--- src/rtl/mem_stage_if.sv ---
// Data-memory req/ready bus between the MEM stage and the data memory.
// rdata is valid in the same cycle that ready is high.
interface mem_stage_if #(
    parameter int DATA_WIDTH = 16,
    parameter int ADDR_WIDTH = 8
);
    logic                  req;
    logic                  we;
    logic [ADDR_WIDTH-1:0] addr;
    logic [DATA_WIDTH-1:0] wdata;
    logic                  ready;
    logic [DATA_WIDTH-1:0] rdata;

    modport master (
        output req, we, addr, wdata,
        input  ready, rdata
    );

    modport slave (
        input  req, we, addr, wdata,
        output ready, rdata
    );
endinterface

--- src/rtl/mem_stage.sv ---
// MEM stage: runs the data-memory handshake, stalls while an access is
// outstanding, and drives the MEM/WB register and the MEM forward value.
module mem_stage #(
    parameter int DATA_WIDTH = 16,
    parameter int ADDR_WIDTH = 8,
    parameter int IMM8_WIDTH = 8,
    parameter int REG_WIDTH  = 4,
    parameter int TIMEOUT    = 15
) (
    input  logic                  clk,
    input  logic                  rst,
    input  logic [ADDR_WIDTH-1:0] PCM_i,
    input  logic [DATA_WIDTH-1:0] alu_outM_i,
    input  logic [DATA_WIDTH-1:0] WriteDataM_i,
    input  logic [IMM8_WIDTH-1:0] imm8M_i,
    input  logic [REG_WIDTH-1:0]  WriteRegM_i,
    input  logic                  RegWriteM_i,
    input  logic                  MemReadM_i,
    input  logic                  MemWriteM_i,
    input  logic                  MemToRegM_i,
    input  logic                  MovM_i,
    input  logic                  flush_MEM_WB_i,
    mem_stage_if.master           dmem,
    output logic                  stall_mem_o,
    output logic [DATA_WIDTH-1:0] WBResultM_o,
    output logic [ADDR_WIDTH-1:0] PCW_o,
    output logic [DATA_WIDTH-1:0] ResultW_o,
    output logic [REG_WIDTH-1:0]  WriteRegW_o,
    output logic                  RegWriteW_o,
    output logic                  mem_err_o
);
    localparam int CW = $clog2(TIMEOUT + 1);
    localparam logic [CW-1:0] TMAX = CW'(TIMEOUT - 1);

    typedef enum logic {IDLE, ACCESS} state_t;

    state_t                state, stateN;
    logic [CW-1:0]         waitCnt;
    logic                  req, we;
    logic [ADDR_WIDTH-1:0] addr;
    logic [DATA_WIDTH-1:0] wdata;
    logic [REG_WIDTH-1:0]  writeRegL;
    logic                  regWriteL;
    logic [ADDR_WIDTH-1:0] pcL;
    logic                  memOp, start, done, abort, stall;
    logic [DATA_WIDTH-1:0] fwd;

    assign memOp = MemReadM_i | MemWriteM_i;
    assign fwd   = MovM_i ? {{(DATA_WIDTH-IMM8_WIDTH){1'b0}}, imm8M_i}
                          : alu_outM_i;

    always_comb begin
        stateN = state;
        stall  = 1'b0;
        start  = 1'b0;
        done   = 1'b0;
        abort  = 1'b0;
        unique case (state)
            IDLE: begin
                stall = memOp;
                start = memOp & ~flush_MEM_WB_i;
                if (start) stateN = ACCESS;
            end
            ACCESS: begin
                done  = dmem.ready;
                abort = ~dmem.ready & (waitCnt == TMAX);
                // a timed-out op is dropped, so the pipeline moves past it
                stall = ~dmem.ready & ~abort;
                if (done | abort) stateN = IDLE;
            end
            default: stateN = IDLE;
        endcase
    end

    always_ff @(posedge clk or posedge rst) begin
        if (rst) begin
            state     <= IDLE;
            waitCnt   <= '0;
            req       <= 1'b0;
            we        <= 1'b0;
            addr      <= '0;
            wdata     <= '0;
            writeRegL <= '0;
            regWriteL <= 1'b0;
            pcL       <= '0;
            mem_err_o <= 1'b0;
        end else begin
            state <= stateN;
            if (start) begin
                req       <= 1'b1;
                we        <= MemWriteM_i;
                addr      <= alu_outM_i[ADDR_WIDTH-1:0];
                wdata     <= WriteDataM_i;
                writeRegL <= WriteRegM_i;
                regWriteL <= RegWriteM_i & ~MemWriteM_i;
                pcL       <= PCM_i;
                waitCnt   <= '0;
            end else if (done | abort) begin
                req <= 1'b0;
            end else if (state == ACCESS) begin
                waitCnt <= waitCnt + 1'b1;
            end
            if (abort) mem_err_o <= 1'b1;
        end
    end

    always_ff @(posedge clk or posedge rst) begin
        if (rst) begin
            PCW_o       <= '0;
            ResultW_o   <= '0;
            WriteRegW_o <= '0;
            RegWriteW_o <= 1'b0;
        end else if (flush_MEM_WB_i || start || abort ||
                     (state == ACCESS && !done)) begin
            PCW_o       <= '0;
            ResultW_o   <= '0;
            WriteRegW_o <= '0;
            RegWriteW_o <= 1'b0;
        end else if (done) begin
            PCW_o       <= pcL;
            ResultW_o   <= we ? '0 : dmem.rdata;
            WriteRegW_o <= writeRegL;
            RegWriteW_o <= regWriteL;
        end else begin
            PCW_o       <= PCM_i;
            ResultW_o   <= fwd;
            WriteRegW_o <= WriteRegM_i;
            RegWriteW_o <= RegWriteM_i;
        end
    end

    assign dmem.req     = req;
    assign dmem.we      = we;
    assign dmem.addr    = addr;
    assign dmem.wdata   = wdata;
    assign stall_mem_o  = stall & ~rst;
    assign WBResultM_o  = rst ? '0 : fwd;
endmodule

--- src/flat_wrapper.sv ---
// flat-port wrapper written by rule: the top's interface ports become plain ports
module mem_stage_flat 
#(
    parameter int DATA_WIDTH = 16,
    parameter int ADDR_WIDTH = 8,
    parameter int IMM8_WIDTH = 8,
    parameter int REG_WIDTH  = 4,
    parameter int TIMEOUT    = 15
)
  (clk, rst, PCM_i, alu_outM_i, WriteDataM_i, imm8M_i, WriteRegM_i, RegWriteM_i, MemReadM_i, MemWriteM_i, MemToRegM_i, MovM_i, flush_MEM_WB_i, stall_mem_o, WBResultM_o, PCW_o, ResultW_o, WriteRegW_o, RegWriteW_o, mem_err_o, dmem_req, dmem_we, dmem_addr, dmem_wdata, dmem_ready, dmem_rdata);
  mem_stage_if #(.DATA_WIDTH(DATA_WIDTH), .ADDR_WIDTH(ADDR_WIDTH)) dmem_i ();
  input  logic clk;
  input  logic rst;
  input  logic [ADDR_WIDTH-1:0] PCM_i;
  input  logic [DATA_WIDTH-1:0] alu_outM_i;
  input  logic [DATA_WIDTH-1:0] WriteDataM_i;
  input  logic [IMM8_WIDTH-1:0] imm8M_i;
  input  logic [REG_WIDTH-1:0] WriteRegM_i;
  input  logic RegWriteM_i;
  input  logic MemReadM_i;
  input  logic MemWriteM_i;
  input  logic MemToRegM_i;
  input  logic MovM_i;
  input  logic flush_MEM_WB_i;
  output logic stall_mem_o;
  output logic [DATA_WIDTH-1:0] WBResultM_o;
  output logic [ADDR_WIDTH-1:0] PCW_o;
  output logic [DATA_WIDTH-1:0] ResultW_o;
  output logic [REG_WIDTH-1:0] WriteRegW_o;
  output logic RegWriteW_o;
  output logic mem_err_o;
  output wire logic [$bits(dmem_i.req)-1:0] dmem_req;
  output wire logic [$bits(dmem_i.we)-1:0] dmem_we;
  output wire logic [$bits(dmem_i.addr)-1:0] dmem_addr;
  output wire logic [$bits(dmem_i.wdata)-1:0] dmem_wdata;
  input wire logic [$bits(dmem_i.ready)-1:0] dmem_ready;
  input wire logic [$bits(dmem_i.rdata)-1:0] dmem_rdata;
  assign dmem_req = dmem_i.req;
  assign dmem_we = dmem_i.we;
  assign dmem_addr = dmem_i.addr;
  assign dmem_wdata = dmem_i.wdata;
  assign dmem_i.ready = dmem_ready;
  assign dmem_i.rdata = dmem_rdata;
  mem_stage #(.DATA_WIDTH(DATA_WIDTH), .ADDR_WIDTH(ADDR_WIDTH), .IMM8_WIDTH(IMM8_WIDTH), .REG_WIDTH(REG_WIDTH), .TIMEOUT(TIMEOUT)) u_core (.clk(clk), .rst(rst), .PCM_i(PCM_i), .alu_outM_i(alu_outM_i), .WriteDataM_i(WriteDataM_i), .imm8M_i(imm8M_i), .WriteRegM_i(WriteRegM_i), .RegWriteM_i(RegWriteM_i), .MemReadM_i(MemReadM_i), .MemWriteM_i(MemWriteM_i), .MemToRegM_i(MemToRegM_i), .MovM_i(MovM_i), .flush_MEM_WB_i(flush_MEM_WB_i), .dmem(dmem_i), .stall_mem_o(stall_mem_o), .WBResultM_o(WBResultM_o), .PCW_o(PCW_o), .ResultW_o(ResultW_o), .WriteRegW_o(WriteRegW_o), .RegWriteW_o(RegWriteW_o), .mem_err_o(mem_err_o));
endmodule
--- config.mk ---
export PLATFORM = sky130hd
export DESIGN_NAME = mem_stage_flat
export DESIGN_NICKNAME = d
export VERILOG_FILES = /design/src/rtl/mem_stage_if.sv /design/src/rtl/mem_stage.sv /design/src/flat_wrapper.sv
export SDC_FILE = /design/constraint.sdc
export NUM_CORES = 1
export LEC_CHECK = 0
export ABC_AREA = 1
export BUFFER_PORTS_ARGS = -buffer_cell sky130_fd_sc_hd__buf_2
export CAP_MARGIN = 5
export CORE_ASPECT_RATIO = 0.75
export CORE_UTILIZATION = 29
export CTS_CLUSTER_DIAMETER = 60
export DETAILED_ROUTE_END_ITERATION = 8
export GPL_TIMING_DRIVEN = 0
export PLACE_DENSITY_LB_ADDON = 0.05
export SLEW_MARGIN = 20
export SYNTH_ARGS = -nofsm -noshare
export SYNTH_HDL_FRONTEND = slang
export SYNTH_SLANG_ARGS = --single-unit
--- constraint.sdc ---
create_clock -name clk -period 4.4 [get_ports clk]
set_clock_uncertainty 0.2 [all_clocks]
set_input_delay 0.88 -clock clk [delete_from_list [all_inputs] [get_ports clk]]
set_output_delay 0.88 -clock clk [all_outputs]
set_load 0.02 [all_outputs]
; After elaboration in Yosys (flattened, before gate mapping)
; Index checks and enable logic that the tools add are counted.
; W data, S select, Z words.
[totals]
inputBits = 77
out_inout_bits = 73
wordCells = 62
register_bits = 74
[classes]
muxes = 23
bitwise_logic = 14
add_sub_neg = 1
reduce_logical = 8
eq_ne = 2
[ops]
columns = cell, n
row1 = $mux W16, 5
row2 = $mux W4, 5
row3 = $mux W8, 2
row4 = $mux W1, 9
row5 = $not A1 Y1, 6
row6 = $and A1 B1 Y1, 5
row7 = $add A4 B1 Y4 const B, 1
row8 = $eq A4 B4 Y1 const B, 1
row9 = $pmux W1 S2, 2
row10 = $reduce_bool A2 Y1, 2
row11 = $logic_or A1 B1 Y1, 3
row12 = $or A1 B1 Y1, 3
row13 = $ne A2 B1 Y1 const B, 1
row14 = $reduce_and A2 Y1, 1
row15 = $logic_and A1 B1 Y1, 1
row16 = $logic_not A1 Y1, 1

; Longest topological paths before layout
; Gate-level depths: netlist of run 1.
[depth]
word_depth = 7
ltp_mapped = 8
depth_no_buf = 8

; Worst setup path before layout of run 1
; Ideal clock, no wire load.
[synth_timing]
path_kind = input to output
startpoint = input rst
endpoint = output stall_mem_o
path_stages = 4
n_path_buf = 1
required_time_ps = 3320
t_arrival_ps = 3399
setup_slack_ps = -79
cell_sequence = clkbuf_1 > inv_1 > o21ai_0 > nor3_1
[synth_between]
elab_chain_cells = 2
[synth_rtl]
columns = element, line
row1 = start: declaration, flat_wrapper.sv:13  ; input logic rst;
row2 = $not A1 Y1, mem_stage.sv:136  ; assign stall_mem_o = stall & ~rst;
row3 = $and A1 B1 Y1, mem_stage.sv:136
row4 = end: declaration, flat_wrapper.sv:25  ; output logic stall_mem_o;
; Every way passes these cells.

; Final worst setup path of run 1
; Ends and elaborated chain as after synthesis.

==> Flow_metrics.wiki, run 1 <==
{| class="wikitable"
! Metric !! Value
|-
| Run status || complete, no violations
|-
| 1st-iter DRT viols || 101
|-
| Final worst-path cycle share || 78.4%
|-
| First-pass GRT wire length || 15.3 mm
|-
| Count of placed standard cells including taps || 712
|-
| Core Region || 11,100 um^2
|-
| Data required time of the worst path || 3.32 ns
|-
| Final core occ || 41.8%
|-
| RSZ-0062 raised after global routing || no
|-
| Post-synthesis sequential area ratio || 55.1%
|-
| Type of destination of the critical path || primary output
|-
| Number of buffers inserted during clock tree synthesis || 9
|-
| Layout cells sized above 1 || 33.2%
|-
| Number of max-cap violations || 0
|-
| Setup CP Type || primary input to primary output
|-
| DRT Wirelength || 9.53 mm
|-
| Share of the synthesized area in the top cell type || 55.1%
|-
| Clock insertion delay at the later pin of the skew report || 0.33 ns
|-
| FF+latch count, synth || 74
|-
| Area Growth Syn to Fin || 38.0%
|-
| Die extent in y || 95.3 um
|-
| Final-report setup violation count || 0
|-
| Mapped Avg Cell Area || 7.97 um^2
|-
| Arrival time at the worst endpoint || 2.37 ns
|-
| Clock tree from TritonCTS || built
|-
| Remaining global-route overflow || 0
|-
| Post-route DRC || 0
|-
| Net switching component of the power || 0.661 mW
|-
| Switching share of power || 32.1%
|-
| Top cells by area in the synthesized netlist || dfrtp_1 55%, nand2_1 20%, o21ai_0 5.4%, inv_1 4.7%, nor2_1 3.3%
|-
| Average wire per cell in the routed design || 13.1 um
|-
| Number of clock sinks || 74
|-
| Timing startpoint of the critical path || rst
|-
| Die outline area || 12,000 um^2
|-
| Cell internal pwr || 1.40 mW
|-
| Slew @ Worst Pin || 0.536 ns
|-
| Startpoint type of the worst setup path || primary input
|-
| Headroom to the max-slew limit || 64.3%
|-
| Path category of the worst min-delay check || flip-flop to flip-flop
|-
| Commonest register cell after synthesis || dfrtp_1
|-
| Flop pwr share || 40.9%
|-
| Min cycle time layout || 3.45 ns
|-
| Die outline width || 126 um
|-
| Cell depth of the worst flop-to-flop path || 5
|-
| Number of nets with antenna violations after routing || 0
|-
| Peak supply drop || 0.166 mV
|-
| Async set-or-reset flop fraction in the synthesized netlist || 100%
|-
| Routability Congestion || 0.749
|-
| Most numerous cell in the Yosys netlist || nand2_1
|-
| Worst R2R Setup Slack || 2.85 ns
|-
| Combinational share of power || 24.0%
|-
| Global-route usage over all layers || 16.8%
|-
| Total power || 2.06 mW
|-
| YS warnings || 0
|-
| Max Transition Viols Final || 0
|-
| IO Count || 150
|-
| R2r startpoint || u_core.state$_DFF_PP0_
|-
| Final worst setup slack || 0.949 ns
|-
| Cell types with the highest counts after synthesis || 177 x nand2_1, 74 x dfrtp_1, 42 x inv_1
|-
| I/O Buffers || 147
|-
| Starting density of the core || 30.3%
|-
| Unique masters post-synth || 24
|-
| Reg-to-Reg End || u_core.ResultW_o[2]$_DFF_PP0_
|-
| Final hold violation count || 0
|-
| Clock slew at the register clock pins of the worst setup and hold paths || 0.06 ns
|-
| Hold Buf Count CTS || 0
|-
| Endpoint of the worst setup timing path || stall_mem_o
|-
| Vias in the first global route || 3,044
|-
| Antenna violations before repair || 0
|-
| Count of inserted antenna diode cells || 0
|-
| Clk Tree Root Cell || clkbuf_16
|-
| Via Count || 3,181
|-
| Largest buffer count on any clock path || 2
|-
| Combined area of all synthesized cells || 3360 um^2
|-
| Areal power density over the cells || 444 nW/um^2
|-
| Cells resized by post-CTS repair || 0
|-
| Count of standard-cell rows || 33
|-
| Clock group share of total power || 35.2%
|-
| Setup TNS after final layout || 0 ns
|-
| Worst slack after detailed placement || 0.903 ns
|-
| Number of enable-type register cells in the synthesized netlist || 0
|-
| Post-layout instance count excluding filler cells || 728
|-
| Sum of net half-perimeters after detailed placement || 7.14 mm
|-
| Cell taking the most area after synthesis || dfrtp_1
|-
| Syn_nets || 501
|-
| Lkg Pwr || 2.76 nW
|-
| Number of instances in the synthesized netlist || 422
|-
| # nets final || 662
|-
| Pin count of the biggest net entering global routing || 25
|-
| Critical path peak fanout || 22
|-
| Setup bufs post-CTS || 0
|-
| Count of TritonRoute iterations in the first routing pass || 4
|-
| H-tree depth || 3
|-
| Maximum clock rate || 0.290 GHz
|-
| Average vias per placed instance || 4.37
|}
==> registers in the layout, indices dropped and copies added, names as in the netlist <==
register	count
u_core.writeRegL	4
u_core.state	1
u_core.dmem.req	1
u_core.dmem.we	1
u_core.pcL	8
u_core.WriteRegW_o	4
u_core.dmem.wdata	16
u_core.PCW_o	8
u_core.RegWriteW_o	1
u_core.ResultW_o	16
u_core.mem_err_o	1
u_core.regWriteL	1
u_core.waitCnt	4
u_core.dmem.addr	8
==> power groups by stage <==
stage	registers (mW)	clock network, mW	logic [mW]
floorplan	0.940	0	0.218
global placement	0.851	0	0.490
detailed placement	0.853	0	0.501
CTS	0.842	0.747	0.502
global route	0.854	0.775	0.558
finish	0.842	0.724	0.493
==> worst max-delay path, stage by stage <==
cell	delay [ns]
clkbuf_1	0.30
clkinvlp_4	0.41
buf_12	0.28
buf_16	0.17
o21ai_0	0.08
nor3_1	0.06
buf_2	0.17
==> final cells by class <==
cell class	count	area (um^2)
tap	140	175
sequential	74	1850
clock inverter	7	70.1
multi-input combinational	281	1190
timing repair buffer	150	803
clock buffer	9	225
inverter	45	175
fill	1169	6470
buffer	22	148
==> cell families (layout without fill, tap and decap cells) <==
group | count (synthesis) | after routing | synth area share [%]
compound gates | 51 | 51 | 7.59
xor+xnor | 1 | 1 | 0.260
fa+ha+maj | 2 | 2 | 0.744
buf+inv | 67 | 233 | 9.49
flops | 74 | 74 | 55.1
simple gates | 227 | 227 | 26.9
==> per-layer routing <==
| metal | vias up | part of all wire (%) | track usage, % |
|---|---|---|---|
| met5 | - | 0 | 0 |
| met4 | 0 | 1.3 | 5.82 |
| met3 | 9 | 5.2 | 4.55 |
| met2 | 85 | 46 | 26.7 |
| met1 | 1485 | 48 | 22.1 |
| li1 | 1602 | - | - |
==> metrics by stage <==
| stage | cell area, um^2 | hold WS [ns] |
|---|---|---|
| after detailed placement | 4350 | 0.252 |
| final | 4640 | 0.261 |
| after CTS | 4640 | 0.267 |
| after global placement | 4280 | 0.249 |
| after floorplan | 3370 | 0.249 |
| after global routing | 4640 | 0.280 |
==> cells in the final DEF, fill, tap and decap left out, types with 6 or more instances in the layout <==
cell type / synthesis / final
buf_2: 10 / 157
buf_6: 6 / 6
inv_1: 42 / 41
o21ai_0: 36 / 36
dfrtp_1: 74 / 74
nor3_1: 9 / 9
nand2_1: 177 / 177
nor2_1: 30 / 30
clkbuf_16: 0 / 9
a21oi_1: 14 / 14
==> worst min path at each step <==
| stage | endpoint | slack, ns | depth (start not counted) | from |
|---|---|---|---|---|
| floorplan | u_core.pcL[0]$_DFFE_PP0P_ | 0.25 | 2 | u_core.pcL[0]$_DFFE_PP0P_ |
| global placement | u_core.mem_err_o$_DFFE_PP0P_ | 0.25 | 1 | u_core.mem_err_o$_DFFE_PP0P_ |
| detailed placement | u_core.mem_err_o$_DFFE_PP0P_ | 0.25 | 1 | u_core.mem_err_o$_DFFE_PP0P_ |
| CTS | u_core.mem_err_o$_DFFE_PP0P_ | 0.27 | 1 | u_core.mem_err_o$_DFFE_PP0P_ |
| global route | u_core.mem_err_o$_DFFE_PP0P_ | 0.28 | 1 | u_core.mem_err_o$_DFFE_PP0P_ |
| finish | u_core.mem_err_o$_DFFE_PP0P_ | 0.26 | 1 | u_core.mem_err_o$_DFFE_PP0P_ |
Note: power is estimated with default switching activity, not from simulation.
==> run 2, diff against run 1 <==
==> constraint.sdc (replaced) <==
create_clock -name clk -period 3 [get_ports clk]
set_clock_uncertainty 0.2 [all_clocks]
set_input_delay 0.6 -clock clk [delete_from_list [all_inputs] [get_ports clk]]
set_output_delay 0.6 -clock clk [all_outputs]
set_load 0.02 [all_outputs]
==> Flow_metrics.wiki, run 2 (same netlist as run 1, synthesis figures left out) <==
{| class="wikitable"
! Metric !! Value
|-
| Clock insertion delay at the later pin of the skew report || 0.33 ns (about the same)
|-
| Area Growth Syn to Fin || 39.4%
|-
| Die outline area || 12,000 um^2 (unchanged)
|-
| I/O Buffers || 147 (unchanged)
|-
| Final-report setup violation count || 0 (unchanged)
|-
| Arrival time at the worst endpoint || 1.75 ns (-0.62 ns)
|-
| Vias in the first global route || 3,033 (-0.36%)
|-
| Post-layout instance count excluding filler cells || 727 (-0.14%)
|-
| Core Region || 11,100 um^2 (unchanged)
|-
| Pin count of the biggest net entering global routing || 34 (+36%)
|-
| Combinational share of power || 22.4% (-1.6 points)
|-
| Final worst-path cycle share || 85.0%
|-
| Average wire per cell in the routed design || 13.3 um (+1.4%)
|-
| Count of placed standard cells including taps || 711 (-0.14%)
|-
| Path category of the worst min-delay check || primary input to async pin
|-
| Number of buffers inserted during clock tree synthesis || 9 (unchanged)
|-
| Gate family responsible for the most delay along the worst path || buffers and inverters
|-
| Switching share of power || 29.7% (-2.4 points)
|-
| Max Transition Viols Final || 0 (unchanged)
|-
| Final worst setup slack || 0.451 ns (-0.498 ns)
|-
| Count of inserted antenna diode cells || 0 (unchanged)
|-
| Count of standard-cell rows || 33 (unchanged)
|-
| Fill cell total of the finished layout || 1,156 (-1.1%)
|-
| Average vias per placed instance || 4.26 (-2.5%)
|-
| Layout cells sized above 1 || 33.4% (+0.23 points)
|-
| Net switching component of the power || 0.956 mW (+45%)
|-
| IO Count || 150 (unchanged)
|-
| Global-route usage over all layers || 17.1% (+0.31 points)
|-
| Routability Congestion || 0.799 (+6.6%)
|-
| Critical path peak fanout || 23 (+4.5%)
|-
| Post-route design area || 4690 um^2 (+1.1%)
|-
| First-pass GRT wire length || 15.6 mm (+1.8%)
|-
| Timing startpoint of the critical path || rst
|-
| Die extent in y || 95.3 um (unchanged)
|-
| Remaining global-route overflow || 0 (unchanged)
|-
| Top flop regs || u_core.ResultW_o x16, u_core.dmem.wdata x16
|-
| Die outline width || 126 um (unchanged)
|-
| Most common cell after layout, fill and taps aside || nand2_1
|-
| Count of TritonRoute iterations in the first routing pass || 4 (unchanged)
|-
| R2r startpoint || u_core.state$_DFF_PP0_
|-
| Headroom to the max-slew limit || 60.2% (-4.0 points)
|-
| DRT Wirelength || 9.65 mm (+1.3%)
|-
| Number of clock sinks || 74 (unchanged)
|-
| Hold Slack || 0.223 ns (-0.0388 ns)
|-
| Flop pwr share || 38.4% (-2.5 points)
|-
| 1st-iter DRT viols || 178 (+76%)
|-
| Post-route DRC || 0 (unchanged)
|-
| Setup CP Type || primary input to primary output
|-
| Cells resized by post-CTS repair || 0 (unchanged)
|-
| Number of max-cap violations || 0 (unchanged)
|-
| Cell area after placement || 4340 um^2 (-0.23%)
|-
| Clock group share of total power || 39.2% (+4.0 points)
|-
| Peak supply drop || 0.327 mV (+97%)
|-
| Min cycle time layout || 2.55 ns
|-
| Via Count || 3,096 (-2.7%)
|-
| Cell internal pwr || 2.26 mW (+62%)
|-
| Startpoint type of the worst setup path || primary input
|-
| Slew @ Worst Pin || 0.595 ns (+0.0594 ns)
|-
| Total power || 3.22 mW (+56%)
|-
| Library cell contributing the largest single delay on the critical path || clkinvlp_4
|-
| H-tree depth || 3 (unchanged)
|-
| Number of buffer and inverter instances along the worst setup path || 3 (-2)
|-
| Number of nets with antenna violations after routing || 0 (unchanged)
|-
| Clock tree from TritonCTS || built
|-
| Antenna violations before repair || 0 (unchanged)
|-
| Type of destination of the critical path || primary output
|-
| Worst slack after detailed placement || 0.398 ns (-0.505 ns)
|-
| Worst stage delay on the critical path || 0.53 ns (+0.12 ns)
|-
| Lkg Pwr || 2.78 nW (+0.77%)
|-
| Starting density of the core || 30.3% (unchanged)
|-
| Largest buffer count on any clock path || 2 (unchanged)
|-
| Hold Buf Count CTS || 0 (unchanged)
|-
| # nets final || 661 (-0.15%)
|-
| Clk Tree Root Cell || clkbuf_16
|-
| RSZ-0062 raised after global routing || no
|-
| Run status || complete, no violations
|-
| Cell chain of the critical path || clkbuf_2, clkinvlp_4, o21ai_2, nor3_2, buf_2
|-
| Maximum clock rate || 0.392 GHz
|-
| Areal power density over the cells || 687 nW/um^2 (+55%)
|-
| Clock slew at the register clock pins of the worst setup and hold paths || 0.05 ns (about the same)
|-
| Final hold violation count || 0 (unchanged)
|-
| Sum of net half-perimeters after detailed placement || 7.29 mm (+2.1%)
|-
| Most frequent cells in the layout || 177 x nand2_1, 157 x buf_2, 74 x dfrtp_1, 41 x inv_1, 35 x o21ai_0
|-
| Setup bufs post-CTS || 0 (unchanged)
|-
| Data required time of the worst path || 2.20 ns (-1.12 ns)
|}
[run 2: final timing paths]
| kind | to | slack (ns) | cells after the start |
|---|---|---|---|
| hold reg to reg | u_core.dmem.wdata[11]$_DFFE_PP0P_ | 0.27 | 2 |
| setup reg to reg | u_core.ResultW_o[4]$_DFF_PP0_ | 1.41 | 5 |
| max in group asynchronous | u_core.dmem.wdata[7]$_DFFE_PP0P_ | 1.84 | 3 |
| setup / recovery | stall_mem_o | 0.45 | 5 |
| hold / removal | u_core.ResultW_o[8]$_DFF_PP0_ | 0.22 | 2 |
| min in group clk | u_core.dmem.wdata[5]$_DFFE_PP0P_ | 0.26 | 3 |
[run 2: area by class of cell]
| cell class | count | area, um^2 | area share [%] |
|---|---|---|---|
| clock inverters | 4 | 97.6 | 2.08 |
| clock buffers | 12 | 256 | 5.47 |
| multi-input cells | 281 | 1200 | 25.6 |
| well taps | 140 | 175 | 3.74 |
| plain buffers | 22 | 149 | 3.18 |
| repair buffers | 149 | 783 | 16.7 |
| flip-flops and latches | 74 | 1850 | 39.5 |
| inverters | 45 | 175 | 3.74 |
[run 2: metrics by stage]
step | utilization (%) | setup TNS (ns)
2_1_floorplan | - | 0
3_5_place_dp | 39.0 | 0
3_3_place_gp | 38.6 | -0.689
5_1_grt | 42.2 | 0
4_1_cts | 42.2 | 0
6_report | 42.2 | 0
[run 2: power by group through the flow]
| stage | Sequential [mW] | Combinational [mW] | Clock [mW] |
|---|---|---|---|
| after floorplan | 1.38 | 0.321 | 0 |
| after global placement | 1.25 | 0.720 | 0 |
| after detailed placement | 1.25 | 0.735 | 0 |
| after CTS | 1.24 | 0.739 | 1.30 |
| after global routing | 1.26 | 0.811 | 1.35 |
| final | 1.24 | 0.722 | 1.26 |
[run 2: metal layers]
layer | global-route usage, % | vias up | wire [um]
met5 | 0 | - | 0
met4 | 4.82 | 0 | 74
met3 | 5.27 | 6 | 423
met2 | 27.3 | 70 | 4620
met1 | 22.4 | 1418 | 4530
li1 | - | 1602 | -
==> run 3, diff against run 2 <==
==> constraint.sdc (replaced) <==
create_clock -name clk -period 2.2 [get_ports clk]
set_clock_uncertainty 0.2 [all_clocks]
set_input_delay 0.44 -clock clk [delete_from_list [all_inputs] [get_ports clk]]
set_output_delay 0.44 -clock clk [all_outputs]
set_load 0.02 [all_outputs]
==> Flow_metrics.wiki, run 3 (same netlist as run 1, synthesis figures left out) <==
{| class="wikitable"
! Metric !! Value
|-
| I/O Buffers || 147 (unchanged)
|-
| IO Count || 150 (unchanged)
|-
| Total power || 4.14 mW (+29%)
|-
| Min cycle time layout || 2.11 ns
|-
| Antenna violations before repair || 0 (unchanged)
|-
| Final worst setup slack || 0.0862 ns (-0.364 ns)
|-
| Count of TritonRoute iterations in the first routing pass || 4 (unchanged)
|-
| Slew @ Worst Pin || 0.575 ns (-0.0204 ns)
|-
| Core Region || 11,100 um^2 (unchanged)
|-
| Area Growth Syn to Fin || 40.2%
|-
| Fill cell total of the finished layout || 1,142 (-1.2%)
|-
| Areal power density over the cells || 879 nW/um^2 (+28%)
|-
| Critical path peak fanout || 4 (-83%)
|-
| Die outline width || 126 um (unchanged)
|-
| Max Transition Viols Final || 0 (unchanged)
|-
| Cell depth of the worst flop-to-flop path || 5 (unchanged)
|-
| Vias in the first global route || 2,966 (-2.2%)
|-
| Arrival time at the worst endpoint || 1.47 ns (-0.28 ns)
|-
| Number of buffers inserted during clock tree synthesis || 9 (unchanged)
|-
| Most common cell after layout, fill and taps aside || nand2_1
|-
| Final core occ || 42.4% (+0.23 points)
|-
| Largest buffer count on any clock path || 2 (unchanged)
|-
| Lkg Pwr || 2.77 nW (-0.21%)
|-
| Starting density of the core || 30.3% (unchanged)
|-
| Data required time of the worst path || 1.56 ns (-0.64 ns)
|-
| Path category of the worst min-delay check || primary input to async pin
|-
| Maximum clock rate || 0.473 GHz
|-
| Clock tree from TritonCTS || built
|-
| Pin count of the biggest net entering global routing || 23 (-32%)
|-
| Run status || complete, no violations
|-
| Most frequent cells in the layout || 177 x nand2_1, 157 x buf_2, 74 x dfrtp_1, 41 x inv_1, 35 x o21ai_0
|-
| Headroom to the max-slew limit || 61.7% (+1.4 points)
|-
| Count of standard-cell rows || 33 (unchanged)
|-
| Count of inserted antenna diode cells || 0 (unchanged)
|-
| R2r startpoint || u_core.state$_DFF_PP0_
|-
| First-pass GRT wire length || 15.5 mm (-0.49%)
|-
| DRT Wirelength || 9.74 mm (+0.96%)
|-
| Clock insertion delay at the later pin of the skew report || 0.33 ns (about the same)
|-
| Worst R2R Setup Slack || 0.61 ns (-0.80 ns)
|-
| Via Count || 3,158 (+2.0%)
|-
| Top flop regs || u_core.ResultW_o x16, u_core.dmem.wdata x16
|-
| Number of clock sinks || 74 (unchanged)
|-
| Setup CP Type || flip-flop to primary output
|-
| Post-route DRC || 0 (unchanged)
|-
| Final-report setup violation count || 0 (unchanged)
|-
| # nets final || 665 (+0.61%)
|-
| Die extent in y || 95.3 um (unchanged)
|-
| Clock slew at the register clock pins of the worst setup and hold paths || 0.06 ns (about the same)
|-
| Average vias per placed instance || 4.32 (+1.4%)
|-
| Average wire per cell in the routed design || 13.3 um (+0.41%)
|-
| Reg-to-Reg End || u_core.ResultW_o[6]$_DFF_PP0_
|-
| H-tree depth || 3 (unchanged)
|-
| Layout cells sized above 1 || 34.2% (+0.79 points)
|-
| Remaining global-route overflow || 0 (unchanged)
|-
| 1st-iter DRT viols || 146 (-18%)
|-
| Routability Congestion || 0.742 (-7.2%)
|-
| Final hold violation count || 0 (unchanged)
|-
| RSZ-0062 raised after global routing || no
|-
| Setup TNS after final layout || 0 ns (unchanged)
|-
| Post-layout instance count excluding filler cells || 731 (+0.55%)
|-
| Clk Tree Root Cell || clkbuf_16
|-
| Peak supply drop || 0.411 mV (+26%)
|-
| Number of nets with antenna violations after routing || 0 (unchanged)
|-
| Die outline area || 12,000 um^2 (unchanged)
|-
| Number of max-cap violations || 0 (unchanged)
|-
| Global-route usage over all layers || 17.2% (+0.092 points)
|-
| Type of destination of the critical path || primary output
|-
| Startpoint type of the worst setup path || flip-flop
|-
| Count of placed standard cells including taps || 712 (+0.14%)
|-
| Worst slack after detailed placement || -0.153 ns (-0.551 ns)
|-
| Final worst-path cycle share || 96.1%
|-
| Sum of net half-perimeters after detailed placement || 7.17 mm (-1.6%)
|}
==> run 3: routing by layer <==
metal	up-vias	part of all wire, %	GRT usage [%]
met5	-	0	0
met1	1457	48	23.0
met4	0	0.83	5.22
met3	7	5.5	4.99
met2	87	45	27.0
li1	1607	-	-
==> run 3: through the flow <==
step	hold slack, ns	cell area [um^2]
6_report	0.0450	4710
5_1_grt	0.0534	4710
4_1_cts	0.0367	4710
3_5_place_dp	0.247	4380
3_3_place_gp	0.251	4310
2_1_floorplan	0.249	3400
==> run 3: worst max-delay path by stage <==
stage | from | to | depth (start not counted)
finish | u_core.waitCnt[0]$_DFFE_PP0P_ | stall_mem_o | 6
global route | u_core.waitCnt[0]$_DFFE_PP0P_ | stall_mem_o | 6
CTS | u_core.waitCnt[0]$_DFFE_PP0P_ | stall_mem_o | 6
detailed placement | rst | stall_mem_o | 7
global placement | rst | stall_mem_o | 5
floorplan | rst | stall_mem_o | 4
==> run 3: critical path, cell delays in order, from the launching register on <==
cell and delay [ns]:
dfrtp_1 0.38, inv_1 0.11, ha_1 0.18, nand3_2 0.12
nor2_4 0.15, nor3_4 0.05, buf_4 0.15
==> run 3: timing repair <==
item	4_1_cts	5_1_grt
buffers inserted	1	0
setup endpoints to repair	1	1
endpoints found under the hold margin	34	0
gates resized for setup	1	3
hold buffers	2	0
==> run 3: area by class of cell <==
class	count	area (um^2)	share of cell area [%]
Clock inverter	7	70.1	1.49
Clock buffer	9	225	4.78
Sequential cell	74	1850	39.3
Tap cell	140	175	3.72
Buffer	22	169	3.58
Multi-Input combinational cell	281	1220	25.9
Timing Repair Buffer	153	828	17.6
Inverter	45	175	3.72
==> run 3: power by group <==
part           internal (mW)  switching (mW)  leakage [nW]
clock                  0.873           0.584         0.133
combinational          0.358           0.644          1.68
sequential              1.57           0.111         0.956
total                   2.80            1.34          2.77
